### config.mk
export PLATFORM = sky130hd
export DESIGN_NAME = hazard_scoreboard
export DESIGN_NICKNAME = d
export VERILOG_FILES = /design/src/rtl/hazard_pkg.sv /design/src/rtl/md_busy_timer.sv /design/src/rtl/hazard_scoreboard.sv
export SDC_FILE = /design/constraint.sdc
export NUM_CORES = 1
export LEC_CHECK = 0
export CORE_MARGIN = 4
export CORE_UTILIZATION = 45
export DETAILED_ROUTE_END_ITERATION = 8
export HOLD_SLACK_MARGIN = 0.06
export SYNTH_ARGS = -nofsm -noshare
export SYNTH_HDL_FRONTEND = slang
export SYNTH_SLANG_ARGS = --single-unit
### constraint.sdc
create_clock -name clk -period 8.2 [get_ports clk]
set_input_delay 1.23 -clock clk [delete_from_list [all_inputs] [get_ports clk]]
set_output_delay 1.23 -clock clk [all_outputs]
set_load 0.01 [all_outputs]
### src/rtl/hazard_pkg.sv
// Shared timing constants and Tuse/Tnew encodings for the hazard scoreboard
// and the D-stage controller that feeds it.
package hazard_pkg;

  localparam int HZ_NREG     = 32;
  localparam int HZ_REG_AW   = 5;
  localparam int HZ_T_W      = 2;
  localparam int HZ_MULT_CYC = 5;
  localparam int HZ_DIV_CYC  = 10;

  // All-ones Tuse means the operand is not read at all
  localparam logic [HZ_T_W-1:0] TUSE_NONE   = '1;
  localparam logic [HZ_T_W-1:0] TUSE_BRANCH = 2'd0;
  localparam logic [HZ_T_W-1:0] TUSE_ALU    = 2'd1;
  localparam logic [HZ_T_W-1:0] TUSE_STORE  = 2'd2;

  localparam logic [HZ_T_W-1:0] TNEW_NONE = 2'd0;
  localparam logic [HZ_T_W-1:0] TNEW_ALU  = 2'd1;
  localparam logic [HZ_T_W-1:0] TNEW_LOAD = 2'd2;

  typedef enum logic [2:0] {
    IC_ALU, IC_LOAD, IC_STORE, IC_BRANCH, IC_MFHL, IC_MD
  } instr_class_e;

  function automatic logic [HZ_T_W-1:0] tnew_of(input instr_class_e c);
    case (c)
      IC_LOAD:        return TNEW_LOAD;
      IC_ALU, IC_MFHL: return TNEW_ALU;
      default:        return TNEW_NONE;
    endcase
  endfunction

endpackage

### src/rtl/md_busy_timer.sv
// Mult/div busy countdown: loads the unit latency on start, counts down to 0.
module md_busy_timer #(
  parameter int MD_W     = 4,
  parameter int MULT_CYC = 5,
  parameter int DIV_CYC  = 10
)(
  input  logic clk,
  input  logic reset_n,
  input  logic start,
  input  logic is_div,
  output logic md_busy
);

  logic [MD_W-1:0] md_cnt, md_nxt;

  always_comb begin
    md_nxt = md_cnt;
    if (start)               md_nxt = is_div ? MD_W'(DIV_CYC) : MD_W'(MULT_CYC);
    else if (md_cnt != '0)   md_nxt = md_cnt - 1'b1;
  end

  // busy is kept as its own flop so the output is glitch-free
  always_ff @(posedge clk or negedge reset_n) begin
    if (!reset_n) begin
      md_cnt  <= '0;
      md_busy <= 1'b0;
    end else begin
      md_cnt  <= md_nxt;
      md_busy <= (md_nxt != '0);
    end
  end

endmodule

### src/rtl/hazard_scoreboard.sv
// Per-GPR Tnew scoreboard plus mult/div busy timer producing the D-stage stall.
// Define HAZARD_STATS_EN for saturating stall-cycle counter outputs.
module hazard_scoreboard
  import hazard_pkg::*;
#(
  parameter int NREG     = HZ_NREG,
  parameter int REG_AW   = HZ_REG_AW,
  parameter int T_W      = HZ_T_W,
  parameter int MULT_CYC = HZ_MULT_CYC,
  parameter int DIV_CYC  = HZ_DIV_CYC
)(
  input  logic              clk,
  input  logic              reset_n,
  input  logic              d_valid,
  input  logic [REG_AW-1:0] d_rs,
  input  logic [REG_AW-1:0] d_rt,
  input  logic [T_W-1:0]    d_rs_tuse,
  input  logic [T_W-1:0]    d_rt_tuse,
  input  logic              d_wr_en,
  input  logic [REG_AW-1:0] d_wr_addr,
  input  logic [T_W-1:0]    d_tnew,
  input  logic              d_md_start,
  input  logic              d_md_is_div,
  input  logic              d_md_use,
  input  logic              flush,
  output logic              stall,
  output logic              md_busy
`ifdef HAZARD_STATS_EN
  ,
  output logic [31:0]       stat_stall_cyc,
  output logic [31:0]       stat_md_stall_cyc
`endif
);

  localparam int MD_MAX = (MULT_CYC > DIV_CYC) ? MULT_CYC : DIV_CYC;
  localparam int MD_W   = $clog2(MD_MAX + 1);
  localparam logic [T_W-1:0] TUSE_OFF = '1;

  logic [NREG-1:0][T_W-1:0] cnt;
  logic rs_haz, rt_haz, md_haz;
  logic issue;

  assign rs_haz = (d_rs_tuse != TUSE_OFF) && (d_rs != '0) && (cnt[d_rs] > d_rs_tuse);
  assign rt_haz = (d_rt_tuse != TUSE_OFF) && (d_rt != '0) && (cnt[d_rt] > d_rt_tuse);
  assign md_haz = d_md_use && md_busy;
  assign stall  = d_valid && (rs_haz || rt_haz || md_haz);
  // an instruction sitting in D during a flush is discarded, not issued
  assign issue  = d_valid && !stall && !flush;

  // Entry 0 is cleared on reset and never loaded, so $0 never creates a hazard
  always_ff @(posedge clk or negedge reset_n) begin
    if (!reset_n) begin
      cnt <= '0;
    end else begin
      for (int i = 1; i < NREG; i++) begin
        if (flush)
          cnt[i] <= '0;
        else if (issue && d_wr_en && d_wr_addr == REG_AW'(i))
          cnt[i] <= d_tnew;
        else if (cnt[i] != '0)
          cnt[i] <= cnt[i] - 1'b1;
      end
    end
  end

  md_busy_timer #(
    .MD_W     (MD_W),
    .MULT_CYC (MULT_CYC),
    .DIV_CYC  (DIV_CYC)
  ) u_md_timer (
    .clk     (clk),
    .reset_n (reset_n),
    .start   (issue && d_md_start),
    .is_div  (d_md_is_div),
    .md_busy (md_busy)
  );

`ifdef HAZARD_STATS_EN
  always_ff @(posedge clk or negedge reset_n) begin
    if (!reset_n) begin
      stat_stall_cyc    <= '0;
      stat_md_stall_cyc <= '0;
    end else begin
      if (stall && stat_stall_cyc != '1)
        stat_stall_cyc <= stat_stall_cyc + 1'b1;
      if (stall && md_haz && stat_md_stall_cyc != '1)
        stat_md_stall_cyc <= stat_md_stall_cyc + 1'b1;
    end
  end
`endif

endmodule

Word level (Yosys, flattened, before mapping)

Cells that the tools add are included.

Input port bits: 29
Output and inout bits: 2
Register bits after elaboration: 67

Reductions and logical operators: 111
Equality and inequality tests: 33
Multiplexer cells: 100
Magnitude comparators: 4
Add/sub/neg operators: 32

Operators by type and width:

| cell                                                       | number |
|---|---|
| 2-to-1 mux 2 bit                                           | 95 |
| nonzero test 3 bit                                         | 31 |
| == test 5 bit, second input constant                       | 16 |
| nonzero test 2 bit                                         | 31 |
| subtractor 2 x 1 -> 2 bit, second input constant           | 31 |
| logical AND 1 bit                                          | 41 |
| == test 5 x 4 -> 1 bit, second input constant              | 8 |
| binary-select mux 2 bit (select 5 bit)                     | 2 |
| == test 5 x 3 -> 1 bit, second input constant              | 4 |
| less-than comparator 5 x 6 -> 1 bit, second input constant | 2 |
| 2-to-1 mux 4 bit                                           | 3 |
| == test 5 x 2 -> 1 bit, second input constant              | 2 |
| nonzero test 5 bit                                         | 2 |
| nonzero test 4 bit                                         | 2 |
| == test 5 x 1 -> 1 bit, second input constant              | 1 |
| > comparator 2 bit                                         | 2 |
| != test 2 bit, second input constant                       | 2 |
| subtractor 4 x 1 -> 4 bit, second input constant           | 1 |
| zero test 1 bit                                            | 2 |
| logical OR 1 bit                                           | 2 |

Longest topological paths before layout

Gate-level depths: netlist of run 1.

Depth after elaboration: 14
Mapped depth: 14
Depth with buffers taken out: 11

Hierarchy

From an unflattened synthesis of run 1, not the netlist that was laid out.

Cells, all modules: 602
Area, all modules: 5,768.0 um2

Modules (own cells, without submodules):

| module            | instances | sequential area each (um2) | cells each | area each (um2) |
|---|---|---|---|---|
| hazard_scoreboard | 1         | 1,551.5                    | 577        | 5,495.3 |
| md_busy_timer     | 1         | 125.1                      | 25         | 272.8 |

Worst setup path after synthesis of run 1

Ideal clock, no wire load.

Path kind: in2out
Start: input d_rs[1]
End: output stall
Data required time: 6,970 ps
Slack: 3,069 ps
Path buffers: 3
Arrival time: 3,901 ps
Cell stages on the path: 13
Cells stage by stage: clkbuf_1 clkbuf_1 mux4_2 nor2_1 a31oi_1 nand4b_1 nand3_1 ha_1 nor2b_1 o21ai_1 o221ai_4 buf_6 and2_1

Longest elaborated chain between the ends: 7
Elaborated cells on any way between the ends: 9
Classes of those cells: order compare: 1; mux: 2; reduce/logical: 6

Ends and longest elaborated chain:

| item                                   | line                    | text |
|---|---|---|
| start: declaration                     | hazard_scoreboard.sv:15 | `input logic [REG_AW-1:0] d_rs,` |
| binary-select mux 2 bit (select 5 bit) | hazard_scoreboard.sv:43 | `assign rs_haz = (d_rs_tuse != TUSE_OFF) && (d_rs != '0) && (cnt[d_rs] > d_rs_tuse);` |
| 2-to-1 mux 2 bit (implied by the code) | hazard_scoreboard.sv:43 |  |
| > comparator 2 bit                     | hazard_scoreboard.sv:43 |  |
| logical AND 1 bit (*)                  | hazard_scoreboard.sv:43 |  |
| logical OR 1 bit (*) (2 in a row)      | hazard_scoreboard.sv:46 | `assign stall = d_valid && (rs_haz \|\| rt_haz \|\| md_haz);` |
| logical AND 1 bit (*)                  | hazard_scoreboard.sv:46 |  |
| end: declaration                       | hazard_scoreboard.sv:26 | `output logic stall,` |

Every way passes the cells marked *; elsewhere a longest branch is shown, timed or not. The select of a mux whose other input is x is not followed.

Worst setup path in the final report of run 1

Same ends and word-level chain as after synthesis.

==> results of run 1 <==
-- metal layers --
layer | vias to the layer above | track usage [%]
li1 | 2105 | -
met1 | 2207 | 28.6
met2 | 95 | 34.1
met3 | 19 | 3.36
met4 | 0 | 7.91
met5 | - | 0
-- layout make-up --
class / instances / area [um2]
fill: 1178 / 6120
multi-input combinational: 429 / 3700
sequential: 67 / 1680
timing repair buffer: 35 / 328
inverter: 70 / 263
clock buffer: 11 / 253
tap: 172 / 215
clock inverter: 3 / 15.0
-- cells in the final DEF, fill, tap and decap left out, types with 13 or more instances in the layout --
cell type        netlist  routed
a21oi_1               36      36
clkdlybuf4s50_1        0      28
dfrtp_1               67      67
ha_1                  36      36
inv_1                 70      70
mux2_2                28      28
mux2_4                32      32
mux4_2                26      26
nand2_1               18      18
nor2_1                97      97
nor2b_1               14      13
or3_4                 16      16
xor2_1                31      31
-- synthesized netlist by cell type, drive strengths merged (5+ instances only) --
| cell type | count |
|---|---|
| mux2 | 60 |
| inv | 70 |
| a211oi | 5 |
| buf | 9 |
| nand3 | 9 |
| mux2i | 7 |
| ha | 36 |
| xor2 | 31 |
| o21ai | 11 |
| nor2 | 98 |
| clkbuf | 20 |
| a21oi | 36 |
| mux4 | 26 |
| nor3 | 7 |
| or3 | 24 |
| dfrtp | 67 |
| nand2 | 18 |
| nor2b | 14 |
-- path summary, 6_finish.rpt --
path / from / to / slack [ns] / depth (start not counted)
min in group asynchronous: reset_n / cnt[60] / 1.09 / 2
min reg2reg: u_md_timer.md_cnt[3] / u_md_timer.md_busy / 0.57 / 1
min: u_md_timer.md_cnt[3] / u_md_timer.md_busy / 0.57 / 1
max in group asynchronous: reset_n / cnt[33] / 6.53 / 2
max: d_rs[1] / stall / 1.49 / 12
max reg2reg: cnt[14] / u_md_timer.md_busy / 4.63 / 11
-- cell families after synthesis --
family	after synthesis
buf+inv	99
flops	67
mux	93
compound gates	79
xor+xnor	32
simple gates	189
fa+ha+maj	36
-- power groups by stage --
stage,clock [W],sequential (W),combinational (W)
after CTS,0.000369,0.000562,0.000850
after global routing,0.000379,0.000577,0.000962
after global placement,0,0.000562,0.000799
final,0.000357,0.000562,0.000845
after detailed placement,0,0.000567,0.000842
after floorplan,0,0.000514,0.000708
-- sequential cells by signal, summed over array words and instances, names as in the netlist --
| signal | flops |
|---|---|
| u_md_timer.md_busy | 1 |
| u_md_timer.md_cnt | 4 |
| cnt | 62 |
-- through the flow --
step	power, W	hold slack (ns)	cell area [um2]	cells
finish	0.00176	0.571	6450	787
global route	0.00192	0.620	6450	787
CTS	0.00178	0.584	6450	787
detailed placement	0.00141	0.566	6180	773
global placement	0.00136	0.563	6180	773
floorplan	0.00122	0.512	5760	595
==> flow_summary_export.csv, run 1 <==
group,metric,value,unit
yosys,synthMuxAreaShare,25.2,%
power,leakage,2.83,nW
route,drcViolationCount,0,
power,power_density,274,nW/um2
worst_setup_path,path_class,"input pin to output port",
yosys,ys_ff_latch,67,
yosys,synth_area_leaders,"dfrtp_1, mux4_2, mux2_4",
route,vias,4426,
cells_and_area,drive_gt1_share,21.6,%
floorplanning,die-area,14700,um2
placed_design,port_buffers,30,
route,ant_nets,0,
placed_design,post-place-ws,1.48,ns
route,drt-met1-wl,6.42,mm
worst_setup_path,critical-path-top-delay-family,"compound AO/OA/AOI/OAI gates",
yosys,synth_compound_area_share,9.12,%
power,power_frac_seq,31.9,%
yosys,yosysSeqAreaShare,29.1,%
floorplanning,fp.dieW,121,um
timing,tns,0,ns
route,route.met2.wl,6.86,mm
worst_setup_path,crit_path_top_delay_cell,"clkdlybuf4s50_1",
worst_hold_path,min_path_type,"flop to flop",
worst_setup_path,cp.buffers_inverters,2,
cts,cts_made_buffers,9,
global_routing,grt_start_max_net_pins,68,
global_routing,grt_pass1_vias,4566,
timing,min_period_over_period,81.8,%
yosys,synth-warning-count,2,
worst_setup_path,crit_path_frequent_cell,"clkdlybuf4s50_1",
cells_and_area,syn_to_final_growth,11.9,%
global_routing,grt_use_total,21.1,%
floorplanning,floorplan.initialDensity,45.8,%
worst_setup_path,required,6.97,ns
floorplanning,core,12600,um2
cts,clockBufferDepth,2,
route,drt_first_pass_iters,4,
global_routing,overflow,0,
route,avgRoutedWirePerCell,18.3,um
cts,cts_sinks,67,
timing,worstMarginPinSlew,0.993,ns
power,swShare,37.4,%
yosys,synth_top_family_by_area,"multiplexers",
power,p_int,0.00110,W
route,via_per_inst,5.62,
cts,ctsResizeCount,0,
global_routing,grt_pass1_wl,23.7,mm
worst_setup_path,startpoint_type,"input pin",
cts,hold_buffers,0,
route,dr_wl_met3,829,um
job,cap_violations,0,
worst_setup_path,cp.arrival,5.48,ns
cells_and_area,final_core_util,51.3,%
cts,root_buffer,"clkbuf_16",
placed_design,dpl.hpwl,10.7,mm
status,status,"finished clean",
timing,setup_violations,0,
route,routed_wl,14.4,mm
yosys,synth_area,5760,um2
cts,htreeDepth,3,
floorplanning,die_h,121,um
timing,max_freq,149,MHz
yosys,synth_top_cell_area_share,29.1,%
yosys,syn_nets,660,
power,p_clk_share,20.2,%
power,ir_drop,0.166,mV
yosys,synth_adder_area_share,7.82,%
worst_setup_path,critPathCaptureType,"output port",
yosys,synth_edf_count,0,
power,p_switching,0.000660,W
route,drtIter0Drc,334,
timing,rsz0062_at_grt,"false",
timing,min_period,6.71,ns
timing,finClkSkew,0.00472,ns
yosys,avgSynthCellArea,9.68,um2
worst_setup_path,crit_fanout,26,
yosys,synth_area_leader_cell,"dfrtp_1",
power,comb_power_share,47.9,%
timing,setup_slack,1.49,ns
cts,clk_latency,0.34,ns
timing,drv_slew,0,
yosys,synth-xor-area-share,4.86,%
route,top_layer_used,"met4",
cts,post_cts_buffers,0,
global_routing,antenna_found_initial,0,
floorplanning,num_io_pins,31,
yosys,ys.flop_type,"dfrtp_1",
timing,finalHoldViolations,0,
cells_and_area,nets,677,
worst_setup_path,path_cells,"clkdlybuf4s50_1 > mux2_2 > a221o_1 > a21oi_1 > a211oi_1 > a311oi_1 > ha_1 > a22oi_1 > o21ai_1 > o221ai_4 > and2_1 > clkdlybuf4s50_1",
cts,clkTransAtPathRegs,0.05,ns
yosys,synthArstFlopShare,100,%
cts,cts_tree,"done",
yosys,yosys.area_share.simple,17.1,%
cells_and_area,diodes,0,
floorplanning,rows,41,
timing,slew_headroom,33.6,%
worst_setup_path,cp_slowest_stage_delay,1.09,ns
yosys,ys_types,54,
placed_design,place.gp.congestion,0.866,
yosys,netlist_instances,595,
Note: power is estimated with default switching activity, not from simulation.
==> run 2: changes to the inputs <==
Clock period 8.2 ns to 6.5 ns, I/O delays scaled along.
==> run 2 against run 1 <==
Register-to-register slack worse by 1.8 ns. Sequential share of layout area down 0.33 points. Wire length up 1.3%. Global-route usage up 0.39 points. Clock power up 50%. Clock-buffer cell count down 1. Hold slack better by 0.0095 ns. Core utilization up 0.66 points. Critical path depth unchanged. Sequential cell count unchanged. Critical path type unchanged. Critical endpoint unchanged. Highest routed layer unchanged.
==> flow_summary_export.csv, run 2 (synthesized netlist as in run 1, its figures left out) <==
group,metric,value,unit
worst_setup_path,reg2reg_from,"cnt[12]",
timing,finalHoldViolations,0,
timing,min_period,5.54,ns
route,routed_wl,14.6,mm
cts,post_cts_buffers,0,
worst_setup_path,r2r-end,"u_md_timer.md_busy",
route,avgRoutedWirePerCell,18.4,um
route,vias,4402,
floorplanning,floorplan.initialDensity,45.8,%
worst_setup_path,r2r_setup_slack,2.81,ns
cts,root_buffer,"clkbuf_16",
worst_setup_path,startpoint_type,"input pin",
power,ir_drop,0.201,mV
route,ant_nets,0,
cells_and_area,largest_register,"cnt",
timing,worstMarginPinSlew,0.904,ns
timing,drv_slew,0,
worst_hold_path,min_path_type,"flop to flop",
worst_setup_path,rr_worst_depth,11,
floorplanning,fp.dieW,121,um
floorplanning,num_io_pins,31,
global_routing,overflow,0,
timing,finClkSkew,0.00865,ns
timing,tns,0,ns
cells_and_area,final_area,6530,um2
worst_setup_path,crit_fanout,7,
floorplanning,rows,41,
cts,clk_latency,0.35,ns
global_routing,grt_start_max_net_pins,68,
cells_and_area,nets,680,
placed_design,dpl.hpwl,10.6,mm
worst_setup_path,startpoint,"d_rs[0]",
placed_design,dpl-instance-area,6200,um2
route,drtIter0Drc,296,
worst_hold_path,hold_depth,1,
worst_setup_path,cp.arrival,4.56,ns
route,drcViolationCount,0,
cts,hold_buffers,0,
timing,slew_headroom,39.5,%
cts,cts_sinks,67,
cells_and_area,drive_gt1_share,22.3,%
cells_and_area,diodes,0,
global_routing,antenna_found_initial,0,
cts,clkTransAtPathRegs,0.06,ns
timing,whs,0.581,ns
global_routing,grt_use_total,21.5,%
global_routing,grt_pass1_vias,4508,
worst_hold_path,hp-start,"u_md_timer.md_cnt[3]",
timing,setup_violations,0,
status,status,"finished clean",
cts,htreeDepth,3,
worst_hold_path,min_to,"u_md_timer.md_busy",
cts,cts_tree,"done",
job,cap_violations,0,
cells_and_area,layout_common_cells,"nor2_1, inv_1, dfrtp_1",
worst_setup_path,path_class,"input pin to output port",
global_routing,grt_pass1_wl,24.1,mm
floorplanning,die-area,14700,um2
power,leakage,2.86,nW
cells_and_area,largest_reg_flops,62,
cells_and_area,reg_top3,"cnt: 62 flops, u_md_timer.md_cnt: 4 flops, u_md_timer.md_busy: 1 flops",
floorplanning,die_h,121,um
cells_and_area,final_common_cell,"nor2_1",
worst_setup_path,required,5.52,ns
cells_and_area,syn_to_final_growth,13.3,%
floorplanning,core,12600,um2
route,via_per_inst,5.56,
cts,cts_made_buffers,9,
cts,ctsResizeCount,0,
power,power_density,355,nW/um2
timing,min_period_over_period,85.2,%
placed_design,place.gp.congestion,0.907,
timing,rsz0062_at_grt,"false",
worst_setup_path,critPathCaptureType,"output port",
route,drt_first_pass_iters,4,
cts,clockBufferDepth,2,
timing,max_freq,181,MHz
placed_design,port_buffers,30,
==> run 2: changes by cell type in the layout (fill, tap and decap cells not counted) <==
cell / before / now
buf_4: 5 / 8
clkinv_2: 3 / 1
bufinv_16: 0 / 2
clkinv_4: 0 / 1
clkinvlp_4: 0 / 2
clkbuf_8: 2 / 1
==> run 2: worst max path at each step <==
stage | slack [ns] | cells after the start | endpoint
2_1_floorplan | 1.88 | 13 | stall
3_3_place_gp | 1.06 | 11 | stall
3_5_place_dp | 0.99 | 12 | stall
4_1_cts | 0.98 | 12 | stall
5_1_grt | 0.78 | 12 | stall
6_report | 0.96 | 12 | stall
==> run 2: final cells by class <==
class / instances / area [um2]
clock inverter: 6 / 88.8
tap: 172 / 215
multi-input combinational: 429 / 3700
clock buffer: 10 / 239
fill: 1148 / 6040
timing repair buffer: 38 / 350
inverter: 70 / 263
sequential: 67 / 1680
==> run 2: report_power, final <==
| group | switching [W] | total (W) | internal (W) |
|---|---|---|---|
| Sequential | 0.000161 | 0.000711 | 0.000550 |
| Clock | 0.000192 | 0.000537 | 0.000346 |
| Combinational | 0.000499 | 0.00107 | 0.000573 |
==> run 2: through the flow <==
step / total power (W) / setup slack, ns / cells / utilization (%)
after floorplan: 0.00154 / 1.88 / 595 / -
after global placement: 0.00173 / 1.06 / 776 / 49.3
after detailed placement: 0.00178 / 0.992 / 776 / 49.3
after CTS: 0.00234 / 0.975 / 792 / 51.9
after global routing: 0.00252 / 0.783 / 792 / 51.9
final: 0.00232 / 0.963 / 792 / 51.9
==> run 2: per-layer routing <==
layer	share of wire (%)	vias up	global-route usage, %
li1	-	2111	-
met5	0	-	0
met4	1.9	0	7.35
met2	48	103	34.4
met3	4.3	18	3.78
met1	46	2170	29.4
==> run 2: worst max-delay path, cell delays in order <==
cell and delay [ns]:
clkdlybuf4s50_1 0.77, mux4_2 0.56, nand2b_1 0.16, a21oi_1 0.20, a211oi_1 0.08, a311oi_1 0.30, ha_1 0.28, a22oi_1 0.16
o21ai_1 0.16, o221ai_4 0.22, and2_1 0.16, clkdlybuf4s50_1 0.53
==> run 3: changes to the inputs <==
Settings changed: SYNTH_HIERARCHICAL set to 1.
==> run 3 against run 2 <==
Non-clock buffer count rose by 3. Fmax decreased by 4.8%. Design area decreased by 0.67%. Clock power fell by 9.1%. Register-to-register slack worse by 0.25 ns. Sequential cell count unchanged. Combinational power up 18%. Sequential power is 10% higher. Wire length rose by 6.8%. Via count increased by 5.3%. Clock-buffer cell count grew 1. Critical path type unchanged. Highest routed layer unchanged.
==> flow_summary_export.csv, run 3 <==
group,metric,value,unit
status,status,"finished clean",
yosys,synth_top_cell_area_share,29.1,%
cts,hold_buffers,0,
worst_setup_path,path_class,"input pin to output port",
floorplanning,core,12600,um2
global_routing,overflow,0,
cts,clk_latency,0.35,ns
cts,clockBufferDepth,2,
power,power_density,390,nW/um2
yosys,synthArstFlopShare,100,%
cts,root_buffer,"clkbuf_16",
yosys,avgSynthCellArea,9.58,um2
timing,tns,0,ns
power,leakage,2.82,nW
yosys,synth_area_leader_cell,"dfrtp_1",
cts,cts_tree,"done",
job,cap_violations,0,
cts,ctsResizeCount,0,
worst_setup_path,required,5.52,ns
cells_and_area,largest_reg_flops,62,
placed_design,place.gp.congestion,0.876,
global_routing,grt_pass1_wl,24.9,mm
placed_design,dpl.hpwl,11.5,mm
cells_and_area,layout_common_cells,"nor2_1, inv_1, dfrtp_1",
global_routing,grt_use_total,22.3,%
placed_design,place_inst,781,
timing,worstMarginPinSlew,1.11,ns
floorplanning,die-area,14700,um2
cells_and_area,drive_gt1_share,16.4,%
global_routing,antenna_found_initial,0,
yosys,synth_area_leaders,"dfrtp_1, mux4_2, ha_1",
floorplanning,die_h,121,um
worst_setup_path,crit_fanout,10,
route,avgRoutedWirePerCell,19.6,um
route,drt_first_pass_iters,4,
cells_and_area,diodes,0,
cells_and_area,final_common_cell,"nor2_1",
cts,cts_sinks,67,
worst_setup_path,cp.arrival,4.84,ns
worst_hold_path,min_path_type,"flop to flop",
route,routed_wl,15.6,mm
worst_setup_path,path_cells,"clkdlybuf4s50_1 > buf_4 > nor2b_1 > a221oi_1 > a311oi_1 > o31ai_1 > nor4_1 > ha_1 > a222oi_1 > nand2_1 > a21boi_0 > clkdlybuf4s50_1",
cts,clkTransAtPathRegs,0.06,ns
timing,drv_slew,0,
worst_setup_path,startpoint_type,"input pin",
floorplanning,rows,41,
cells_and_area,nets,685,
timing,max_freq,172,MHz
floorplanning,num_io_pins,31,
floorplanning,floorplan.initialDensity,45.9,%
yosys,syn_nets,667,
worst_setup_path,critPathCaptureType,"output port",
timing,rsz0062_at_grt,"false",
worst_setup_path,crit_path_frequent_cell,"clkdlybuf4s50_1",
cells_and_area,fin_cells,795,
yosys,netlist_instances,602,
yosys,yosysSeqAreaShare,29.1,%
timing,setup_violations,0,
yosys,ys.flop_type,"dfrtp_1",
floorplanning,fp.dieW,121,um
route,drtIter0Drc,368,
cells_and_area,reg_top3,"cnt: 62 flops, u_md_timer/md_cnt: 4 flops, u_md_timer/md_busy: 1 flops",
worst_setup_path,cp_slowest_stage_delay,0.71,ns
yosys,ys_ff_latch,67,
placed_design,port_buffers,30,
cts,post_cts_buffers,0,
cells_and_area,largest_register,"cnt",
route,drcViolationCount,0,
timing,finalHoldViolations,0,
yosys,synth_area,5770,um2
yosys,synth-warning-count,10,
route,vias,4635,
worst_setup_path,crit_path_top_delay_cell,"clkdlybuf4s50_1",
yosys,synthTopCellsByCount,"nor2_1, inv_1, dfrtp_1",
yosys,synth.most_common_cell,"nor2_1",
global_routing,grt_pass1_vias,4578,
cells_and_area,syn_to_final_growth,12.4,%
route,via_per_inst,5.83,
timing,slew_headroom,26.1,%
yosys,synth_edf_count,0,
cts,htreeDepth,3,
timing,min_period_over_period,89.5,%
global_routing,grt_start_max_net_pins,68,
cts,cts_made_buffers,9,
timing,min_period,5.82,ns
power,ir_drop,0.169,mV
cells_and_area,num-fill-cells,1175,
yosys,ys_types,51,
route,ant_nets,0,
timing,finClkSkew,0.00845,ns
## run 3: power breakdown
group,switching (W),internal (W)
combinational,0.000602,0.000656
sequential,0.000205,0.000576
clock,0.000186,0.000302
total,0.000994,0.00153
## run 3: final timing paths
check / depth (start not counted) / slack, ns / end / start
max: 12 / 0.68 / stall / d_rt[1]
min: 1 / 0.61 / u_md_timer/md_busy / u_md_timer/md_cnt[3]
max reg2reg: 11 / 2.56 / u_md_timer/md_busy / cnt[7]
min reg2reg: 1 / 0.61 / u_md_timer/md_busy / u_md_timer/md_cnt[3]
max in group asynchronous: 2 / 5.04 / u_md_timer/md_cnt[0] / reset_n
min in group asynchronous: 2 / 0.85 / cnt[55] / reset_n
## run 3: kinds of logic after synthesis
family | synth area share, %
AOI/OAI and AO/OA | 8.35
xor gates and xnor gates | 5.01
adders and majority gates | 7.81
buffers and inverters | 7.16
DFF | 29.1
muxes | 23.4
and+or+nand+nor | 19.2
## run 3: area by class of cell
type	instances	area, um2	share of cell area, %
multi-input combinational	432	3680	56.7
sequential	67	1680	25.9
timing repair buffer	41	373	5.75
inverter	69	259	3.99
clock buffer	11	243	3.74
tap	172	215	3.32
clock inverter	3	40.0	0.617
## run 3: critical path, delay by kind of cell
family                   cells  cell delay, ns
buffers and inverters        3            1.57
AND/OR/NAND/NOR              3            0.58
adder cells (fa/ha/maj)      1            0.31
AO/OA/AOI/OAI                5            1.39
## run 3: stage by stage
step | area [um2] | total power (W) | hold slack, ns | setup slack [ns] | utilization [%]
CTS | 6480 | 0.00254 | 0.618 | 0.621 | 51.6
finish | 6480 | 0.00253 | 0.612 | 0.684 | 51.6
floorplan | 5770 | 0.00174 | 0.519 | 1.58 | -
detailed placement | 6200 | 0.00204 | 0.602 | 0.626 | 49.3
global route | 6480 | 0.00273 | 0.628 | 0.439 | 51.6
global placement | 6200 | 0.00196 | 0.594 | 0.713 | 49.3
## run 3: per-layer routing
layer  up-vias  GRT usage [%]  share of wire [%]
met4         0           8.26                2.0
met2       151           35.3                 47
met1      2289           30.7                 45
met3        25           3.96                6.4
met5         -              0                  0
li1       2170              -                  -
